==> src/rtl/mem_response_unit_if.sv <==
// mem_response_unit_if
//   Bundles the datapath request handshake and the RAM port of the memory
//   response unit so they travel as one port.
//
//   slave  : the response unit itself (consumes requests, drives hits and
//            the RAM strobes)
//   master : the environment (request unit/datapath plus the RAM model)
//
//   Requests : imemren, imemaddr, dmemren, dmemwen, dmemaddr, dmemstore
//   Responses: ihit, dhit, imemload, dmemload, merr
//   RAM side : ramren, ramwen, ramaddr, ramstore, ramload, ramready
interface mem_response_unit_if;
  logic        imemren;
  logic [31:0] imemaddr;
  logic        dmemren;
  logic        dmemwen;
  logic [31:0] dmemaddr;
  logic [31:0] dmemstore;
  logic        ihit;
  logic        dhit;
  logic [31:0] imemload;
  logic [31:0] dmemload;
  logic        ramren;
  logic        ramwen;
  logic [31:0] ramaddr;
  logic [31:0] ramstore;
  logic [31:0] ramload;
  logic        ramready;
  logic        merr;

  modport slave (
    input  imemren, imemaddr, dmemren, dmemwen, dmemaddr, dmemstore,
    input  ramload, ramready,
    output ihit, dhit, imemload, dmemload,
    output ramren, ramwen, ramaddr, ramstore, merr
  );

  modport master (
    output imemren, imemaddr, dmemren, dmemwen, dmemaddr, dmemstore,
    output ramload, ramready,
    input  ihit, dhit, imemload, dmemload,
    input  ramren, ramwen, ramaddr, ramstore, merr
  );
endinterface

==> src/rtl/mem_response_unit.sv <==
// mem_response_unit
//   Memory-side responder between the request unit/datapath and a single
//   RAM port. Accepts one instruction or data access at a time (data wins
//   when both are requested), holds the RAM strobes stable for the whole
//   access, enforces a minimum of LAT cycles in the access state, and
//   returns a one-cycle ihit/dhit pulse with the load word.
//
//   Ports:
//     CLK   - clock, all state changes on the rising edge
//     nRST  - asynchronous active-low reset
//     bus   - mem_response_unit_if.slave (requests, hits, loads, RAM port,
//             merr)
//
//   Parameters:
//     LAT     - minimum cycles spent in an access state (1..15)
//     TIMEOUT - watchdog limit in cycles (only with the watchdog build)
//
//   Build option:
//     MEM_RESP_TIMEOUT_EN - when defined, a watchdog aborts an access that
//     has not completed within TIMEOUT cycles and pulses merr. When not
//     defined there is no watchdog and merr is tied low.
module mem_response_unit #(
  parameter int LAT     = 2,
  parameter int TIMEOUT = 64
) (
  input  logic               CLK,
  input  logic               nRST,
  mem_response_unit_if.slave bus
);

  typedef enum logic [1:0] {IDLE, DACC, IACC, RESP} state_t;

  localparam logic [3:0] LAT_M1 = 4'(LAT - 1);

  generate
    if (LAT < 1 || LAT > 15) begin : g_bad_lat
      $error("mem_response_unit: LAT must be in 1..15");
    end
    if (TIMEOUT < 1) begin : g_bad_timeout
      $error("mem_response_unit: TIMEOUT must be at least 1");
    end
  endgenerate

  state_t      state;
  state_t      next_state;
  logic [3:0]  cnt;
  logic [31:0] addr_q;
  logic [31:0] store_q;
  logic [31:0] dload_q;
  logic [31:0] iload_q;
  logic        wdir_q;
  logic        ren_q;
  logic        wen_q;
  logic        dhit_q;
  logic        ihit_q;
  logic        in_acc;
  logic        req_held;
  logic        lat_ok;
  logic        start_d;
  logic        start_i;
  logic        done;
  logic        wd_expired;

  assign in_acc = (state == DACC) || (state == IACC);

  // The request that opened the access must still be present; losing it
  // aborts the access.
  assign req_held = (state == DACC) ? (bus.dmemren | bus.dmemwen) : bus.imemren;
  assign lat_ok   = (cnt >= LAT_M1);

  // Watchdog: counts cycles spent in the current access and flags the last
  // allowed cycle. A timeout is the only way to fall back to IDLE from an
  // access while the request is still held.
`ifdef MEM_RESP_TIMEOUT_EN
  localparam int WD_W = (TIMEOUT > 1) ? $clog2(TIMEOUT) : 1;
  localparam logic [WD_W-1:0] WD_LAST = WD_W'(TIMEOUT - 1);

  logic [WD_W-1:0] wdog;
  logic            tout;
  logic            merr_q;

  assign wd_expired = (wdog == WD_LAST);
  assign tout       = in_acc && req_held && (next_state == IDLE);

  always_ff @(posedge CLK or negedge nRST) begin
    if (!nRST) begin
      wdog   <= '0;
      merr_q <= 1'b0;
    end else begin
      merr_q <= tout;
      if (start_d || start_i) begin
        wdog <= '0;
      end else if (in_acc) begin
        wdog <= wdog + 1'b1;
      end
    end
  end

  assign bus.merr = merr_q;
`else
  assign wd_expired = 1'b0;
  assign bus.merr   = 1'b0;
`endif

  // Next-state decode. Data requests take priority in IDLE; in an access an
  // aborted request wins over completion, and completion wins over timeout.
  always_comb begin
    next_state = state;
    start_d    = 1'b0;
    start_i    = 1'b0;
    done       = 1'b0;
    case (state)
      IDLE: begin
        if (bus.dmemren || bus.dmemwen) begin
          next_state = DACC;
          start_d    = 1'b1;
        end else if (bus.imemren) begin
          next_state = IACC;
          start_i    = 1'b1;
        end
      end
      DACC, IACC: begin
        if (!req_held) begin
          next_state = IDLE;
        end else if (bus.ramready && lat_ok) begin
          next_state = RESP;
          done       = 1'b1;
        end else if (wd_expired) begin
          next_state = IDLE;
        end
      end
      RESP: begin
        next_state = IDLE;
      end
      default: begin
        next_state = IDLE;
      end
    endcase
  end

  // State register.
  always_ff @(posedge CLK or negedge nRST) begin
    if (!nRST) begin
      state <= IDLE;
    end else begin
      state <= next_state;
    end
  end

  // Access context: address, store word and direction are latched when the
  // access is accepted; the latency counter restarts on every entry and
  // saturates so long stalls cannot wrap it below LAT-1.
  always_ff @(posedge CLK or negedge nRST) begin
    if (!nRST) begin
      addr_q  <= '0;
      store_q <= '0;
      wdir_q  <= 1'b0;
      cnt     <= '0;
    end else begin
      if (start_d) begin
        addr_q  <= bus.dmemaddr;
        store_q <= bus.dmemstore;
        wdir_q  <= bus.dmemwen;
        cnt     <= '0;
      end else if (start_i) begin
        addr_q  <= bus.imemaddr;
        wdir_q  <= 1'b0;
        cnt     <= '0;
      end else if (in_acc && cnt != 4'd15) begin
        cnt <= cnt + 4'd1;
      end
    end
  end

  // RAM strobes are flops so they stay glitch-free and constant for the
  // whole access; they drop on the edge that leaves the access state.
  always_ff @(posedge CLK or negedge nRST) begin
    if (!nRST) begin
      ren_q <= 1'b0;
      wen_q <= 1'b0;
    end else if (start_d) begin
      ren_q <= ~bus.dmemwen;
      wen_q <= bus.dmemwen;
    end else if (start_i) begin
      ren_q <= 1'b1;
      wen_q <= 1'b0;
    end else if (next_state != DACC && next_state != IACC) begin
      ren_q <= 1'b0;
      wen_q <= 1'b0;
    end
  end

  // Hit pulses and load capture on the completing edge. The hit flops are
  // only set by a completion, so they are high for the single RESP cycle.
  always_ff @(posedge CLK or negedge nRST) begin
    if (!nRST) begin
      dhit_q  <= 1'b0;
      ihit_q  <= 1'b0;
      dload_q <= '0;
      iload_q <= '0;
    end else begin
      dhit_q <= done && (state == DACC);
      ihit_q <= done && (state == IACC);
      if (done && (state == DACC) && !wdir_q) begin
        dload_q <= bus.ramload;
      end
      if (done && (state == IACC)) begin
        iload_q <= bus.ramload;
      end
    end
  end

  assign bus.ramren   = ren_q;
  assign bus.ramwen   = wen_q;
  assign bus.ramaddr  = addr_q;
  assign bus.ramstore = store_q;
  assign bus.dhit     = dhit_q;
  assign bus.ihit     = ihit_q;
  assign bus.dmemload = dload_q;
  assign bus.imemload = iload_q;

endmodule

==> src/flat_wrapper.sv <==
// flat-port wrapper written by rule: the top's interface ports become plain ports
module mem_response_unit_flat 
#(
  parameter int LAT     = 2,
  parameter int TIMEOUT = 64
)
  (CLK, nRST, bus_imemren, bus_imemaddr, bus_dmemren, bus_dmemwen, bus_dmemaddr, bus_dmemstore, bus_ramload, bus_ramready, bus_ihit, bus_dhit, bus_imemload, bus_dmemload, bus_ramren, bus_ramwen, bus_ramaddr, bus_ramstore, bus_merr);
  mem_response_unit_if bus_i ();
  input  logic CLK;
  input  logic nRST;
  input wire logic [$bits(bus_i.imemren)-1:0] bus_imemren;
  input wire logic [$bits(bus_i.imemaddr)-1:0] bus_imemaddr;
  input wire logic [$bits(bus_i.dmemren)-1:0] bus_dmemren;
  input wire logic [$bits(bus_i.dmemwen)-1:0] bus_dmemwen;
  input wire logic [$bits(bus_i.dmemaddr)-1:0] bus_dmemaddr;
  input wire logic [$bits(bus_i.dmemstore)-1:0] bus_dmemstore;
  input wire logic [$bits(bus_i.ramload)-1:0] bus_ramload;
  input wire logic [$bits(bus_i.ramready)-1:0] bus_ramready;
  output wire logic [$bits(bus_i.ihit)-1:0] bus_ihit;
  output wire logic [$bits(bus_i.dhit)-1:0] bus_dhit;
  output wire logic [$bits(bus_i.imemload)-1:0] bus_imemload;
  output wire logic [$bits(bus_i.dmemload)-1:0] bus_dmemload;
  output wire logic [$bits(bus_i.ramren)-1:0] bus_ramren;
  output wire logic [$bits(bus_i.ramwen)-1:0] bus_ramwen;
  output wire logic [$bits(bus_i.ramaddr)-1:0] bus_ramaddr;
  output wire logic [$bits(bus_i.ramstore)-1:0] bus_ramstore;
  output wire logic [$bits(bus_i.merr)-1:0] bus_merr;
  assign bus_i.imemren = bus_imemren;
  assign bus_i.imemaddr = bus_imemaddr;
  assign bus_i.dmemren = bus_dmemren;
  assign bus_i.dmemwen = bus_dmemwen;
  assign bus_i.dmemaddr = bus_dmemaddr;
  assign bus_i.dmemstore = bus_dmemstore;
  assign bus_i.ramload = bus_ramload;
  assign bus_i.ramready = bus_ramready;
  assign bus_ihit = bus_i.ihit;
  assign bus_dhit = bus_i.dhit;
  assign bus_imemload = bus_i.imemload;
  assign bus_dmemload = bus_i.dmemload;
  assign bus_ramren = bus_i.ramren;
  assign bus_ramwen = bus_i.ramwen;
  assign bus_ramaddr = bus_i.ramaddr;
  assign bus_ramstore = bus_i.ramstore;
  assign bus_merr = bus_i.merr;
  mem_response_unit #(.LAT(LAT), .TIMEOUT(TIMEOUT)) u_core (.CLK(CLK), .nRST(nRST), .bus(bus_i));
endmodule
==> config.mk <==
export PLATFORM = sky130hd
export DESIGN_NAME = mem_response_unit_flat
export DESIGN_NICKNAME = d
export VERILOG_FILES = /design/src/rtl/mem_response_unit_if.sv /design/src/rtl/mem_response_unit.sv /design/src/flat_wrapper.sv
export SDC_FILE = /design/constraint.sdc
export NUM_CORES = 1
export LEC_CHECK = 0
export CAP_MARGIN = 15
export CORE_AREA = 3 3 187 98
export CTS_CLUSTER_DIAMETER = 150
export CTS_CLUSTER_SIZE = 12
export DETAILED_ROUTE_END_ITERATION = 16
export DIE_AREA = 0 0 190 101
export GPL_TIMING_DRIVEN = 0
export PLACE_DENSITY = 0.69
export SLEW_MARGIN = 10
export SYNTH_ARGS = -nofsm -noshare
export SYNTH_HDL_FRONTEND = slang
export SYNTH_SLANG_ARGS = --single-unit
==> constraint.sdc <==
create_clock -name CLK -period 2.15 [get_ports CLK]
set_input_delay 0.215 -clock CLK [delete_from_list [all_inputs] [get_ports CLK]]
set_output_delay 0.215 -clock CLK [all_outputs]
set_load 0.01 [all_outputs]
==> flow_metrics.py, run 1 <==
metrics = {
    "outcome": {
        "status": "complete, no violations",
    },
    "setup_path": {
        "cp.required_ps": 2440,
        "crit_buf_inv": 3,
        "path_cells": "inv_1, ha_1, or4b_4, nand2_4, nor4_4, buf_4, buf_6, mux2_4",
        "crit_type": "flop to flop",
        "rr_endpoint": "u_core.bus.dmemload[5]",
        "cp_top_family": "simple AND/OR/NAND/NOR gates",
        "regToRegSetupSlack_ps": 100,
        "ff2ff_path_depth": 8,
        "crit_path_start_kind": "flop",
        "crit_cells": 8,
        "cp.arrival_ps": 2340,
        "cp-end-kind": "flop",
        "path_max_fanout": 10,
        "crit_path_top_delay_cell": "or4b_4",
        "r2r_start": "u_core.cnt[0]",
        "slowest_delay_ps": 490,
    },
    "clock_network": {
        "clockRootBuffer": "clkbuf_16",
        "clk_pin_slew_ps": 60,
        "clkSinkCount": 139,
        "clk-insertion-delay-late_ps": 410,
        "cts_buffer_depth": 2,
        "cts_tree": "built",
        "htreeDepth": 4,
        "cts_buffers": 17,
    },
    "synth": {
        "synth.most_common_cell": "nand2_1",
        "yosysWarnings": 0,
        "ys.flop_type": "dfrtp_1",
        "synth_common_cells": "170 x nand2_1, 139 x dfrtp_1, 37 x nor2_1, 36 x mux2_4, 32 x a31oi_1",
        "synthArstFlopShare": 1.00,
        "syn-num-nets": 657,
        "synth-edff-count": 0,
        "syn-cell-area_um2": 5850,
        "ys_seq_area_frac": 0.594,
        "synth.area.top_cells": "dfrtp_1 59%, nand2_1 11%, mux2_4 9.2%",
        "yosysUniqueCellTypes": 41,
        "synth_top_cell_area_share": 0.594,
        "syn_inst": 517,
        "synth.avg_cell_area_um2": 11.3,
        "synth_seq_cells": 139,
        "yosysTopAreaCell": "dfrtp_1",
    },
    "global_routing": {
        "grt-ovfl-total": 0,
        "grt_usage": 0.179,
        "grt_first_pass_wirelength_mm": 26.4,
        "grt_pass1_vias": 4698,
        "grt_max_degree": 77,
        "antenna_found_initial": 0,
    },
    "hold_path": {
        "hold_start": "bus_dmemwen",
        "min_path_cells": 2,
        "min_to": "u_core.bus.ramren",
        "hp-class": "primary input to flop",
    },
    "placement": {
        "placed_cell_area_um2": 8820,
        "dpl.hpwl_mm": 12.9,
        "io_buffers": 264,
        "placed_cells": 1016,
        "gp_congestion": 0.818,
        "pre_cts_ws_ps": -326,
    },
    "timing": {
        "rsz0062_at_grt": "false",
        "timing.final.crit_share": 0.953,
        "finalMaxSlewViolations": 0,
        "setup_ws_ps": 101,
        "maxSlewHeadroom": 0.535,
        "clock_skew_ps": 6.96,
        "period_minus_slack_ps": 2050,
        "fmax_ghz": 0.488,
        "finalHoldViolCount": 0,
        "setup_violations": 0,
        "tns_ps": 0,
        "tightest_slew_ps": 697,
        "whs_ps": 48.8,
    },
    "detailed_routing": {
        "drt_first_pass_iters": 4,
        "vias": 4736,
        "wl_per_cell_um": 16.3,
        "drt-total-wl_mm": 17.2,
        "drtIter0Drc": 224,
        "via_per_inst": 4.49,
        "ant_nets": 0,
        "drc": 0,
    },
    "power": {
        "switchingPower_mw": 4.76,
        "p_per_area_nw_per_um2": 1470,
        "power.internal_mw": 9.23,
        "p_leak_nw": 4.24,
        "comb_power_share": 0.461,
        "peakVddDrop_mv": 0.540,
        "p_clk_frac": 0.219,
        "seqPwrFrac": 0.320,
        "switching_share": 0.340,
    },
    "finish": {
        "final_cells": 1055,
        "drive_gt1_frac": 0.166,
        "syn_to_final_growth_pct": 62.8,
        "stdcell_area_um2": 9530,
        "diodes": 0,
        "nNetsFinal": 948,
    },
    "floorplan": {
        "rows": 34,
        "dieArea_um2": 19200,
        "die_h_um": 101,
        "die_x_um": 190,
        "ioPinCount": 267,
        "start_util": 0.345,
        "core_um2": 17000,
    },
    "run": {
        "cap_violations": 0,
    },
}
-- routing by layer --
metal | wire length (µm) | vias to the layer above | track usage
met5 | 0 | - | 0
met4 | 97 | 0 | 0.0448
met3 | 1700 | 7 | 0.0757
met2 | 7220 | 182 | 0.255
met1 | 8230 | 2244 | 0.251
li1 | - | 2303 | -
-- cell usage in the layout, fill, tap and decap left out, types with 3 or more instances in the layout --
cell type and instances:
clkdlybuf4s50_1 263, nand2_1 169, dfrtp_1 139, nor2_1 37
mux2_4 36, a31oi_1 32, mux2_2 28, clkbuf_16 17
clkbuf_1 9, buf_4 8, clkbuf_2 6, ha_1 5
inv_1 4, buf_2 4, nand3_1 4, buf_6 4
clkinv_4 4, inv_6 4, buf_8 3, bufinv_16 3
-- registers in the layout (all words and copies together) (netlist names) --
register and flops:
u_core.bus.ramstore 32, u_core.state 2, u_core.wdir_q 1, u_core.bus.imemload 32, u_core.bus.ramwen 1, u_core.bus.dmemload 32, u_core.bus.ihit 1, u_core.bus.dhit 1
u_core.cnt 4, u_core.bus.ramren 1, u_core.bus.ramaddr 32
-- logic make-up (layout without fill, tap and decap cells) --
family	Yosys count	in the layout	share of synthesized area
mux	64	64	0.146
fa+ha+maj	6	6	0.0128
buf+inv	33	337	0.0321
compound gates	47	47	0.0526
other cells	1	1	0.000641
simple gates	224	224	0.157
xor+xnor	3	3	0.00449
flops	139	139	0.594
-- worst max-delay path by stage --
| stage | slack (ps) | startpoint | endpoint |
|---|---|---|---|
| after floorplan | 260 | u_core.cnt[0] | u_core.bus.dmemload[10] |
| after global placement | -4760 | nRST | u_core.bus.ramaddr[23] |
| after detailed placement | -330 | bus_dmemren | u_core.bus.ramaddr[28] |
| after CTS | 20 | u_core.state[0] | u_core.bus.imemload[24] |
| after global routing | 10 | u_core.state[0] | u_core.bus.ramaddr[26] |
| final | 100 | u_core.cnt[0] | u_core.bus.dmemload[5] |
-- through the flow --
step | utilization | power [mW]
2_1_floorplan | - | 7.46
3_3_place_gp | 0.518 | 10.8
3_5_place_dp | 0.519 | 10.9
4_1_cts | 0.559 | 14.1
5_1_grt | 0.561 | 14.9
6_report | 0.561 | 14.0
-- power groups by stage --
stage	clock, mW	combinational [mW]	sequential (mW)
final	3.07	6.44	4.48
after global routing	3.27	6.99	4.64
after detailed placement	0	6.37	4.51
after floorplan	0	2.47	4.99
after global placement	0	6.33	4.47
after CTS	3.15	6.43	4.48
-- what timing repair did --
item | in CTS | in global routing
hold buffers | 1 | 0
setup endpoints to repair | 119 | 105
gates resized for setup | 5 | 16
setup buffers | 4 | 2
hold endpoints to repair | 75 | 0
pin swaps | 2 | 2
-- area by class of cell --
cell class | count | area [µm²]
inverters | 4 | 15.0
clock buffers | 18 | 429
multi-input cells | 345 | 2210
clock inverters | 14 | 186
flip-flops and latches | 139 | 3480
plain buffers | 29 | 193
fillers | 1468 | 7450
repair buffers | 272 | 2730
well taps | 234 | 293
Power figures use the tool's default switching activity.
==> run 2: changes to the inputs <==
==> constraint.sdc (replaced) <==
create_clock -name CLK -period 2.15 [get_ports CLK]
set_input_delay 0.215 -clock CLK [delete_from_list [all_inputs] [get_ports CLK]]
set_output_delay 0.215 -clock CLK [all_outputs]
set_load 0.02 [all_outputs]
==> results of run 2 <==
The final DEF is identical to that of run 1. Status: complete, no violations.
Among the figures that moved: total power 14.0 mW -> 14.9 mW; worst IR drop on VDD 0.540 mV -> 0.596 mV
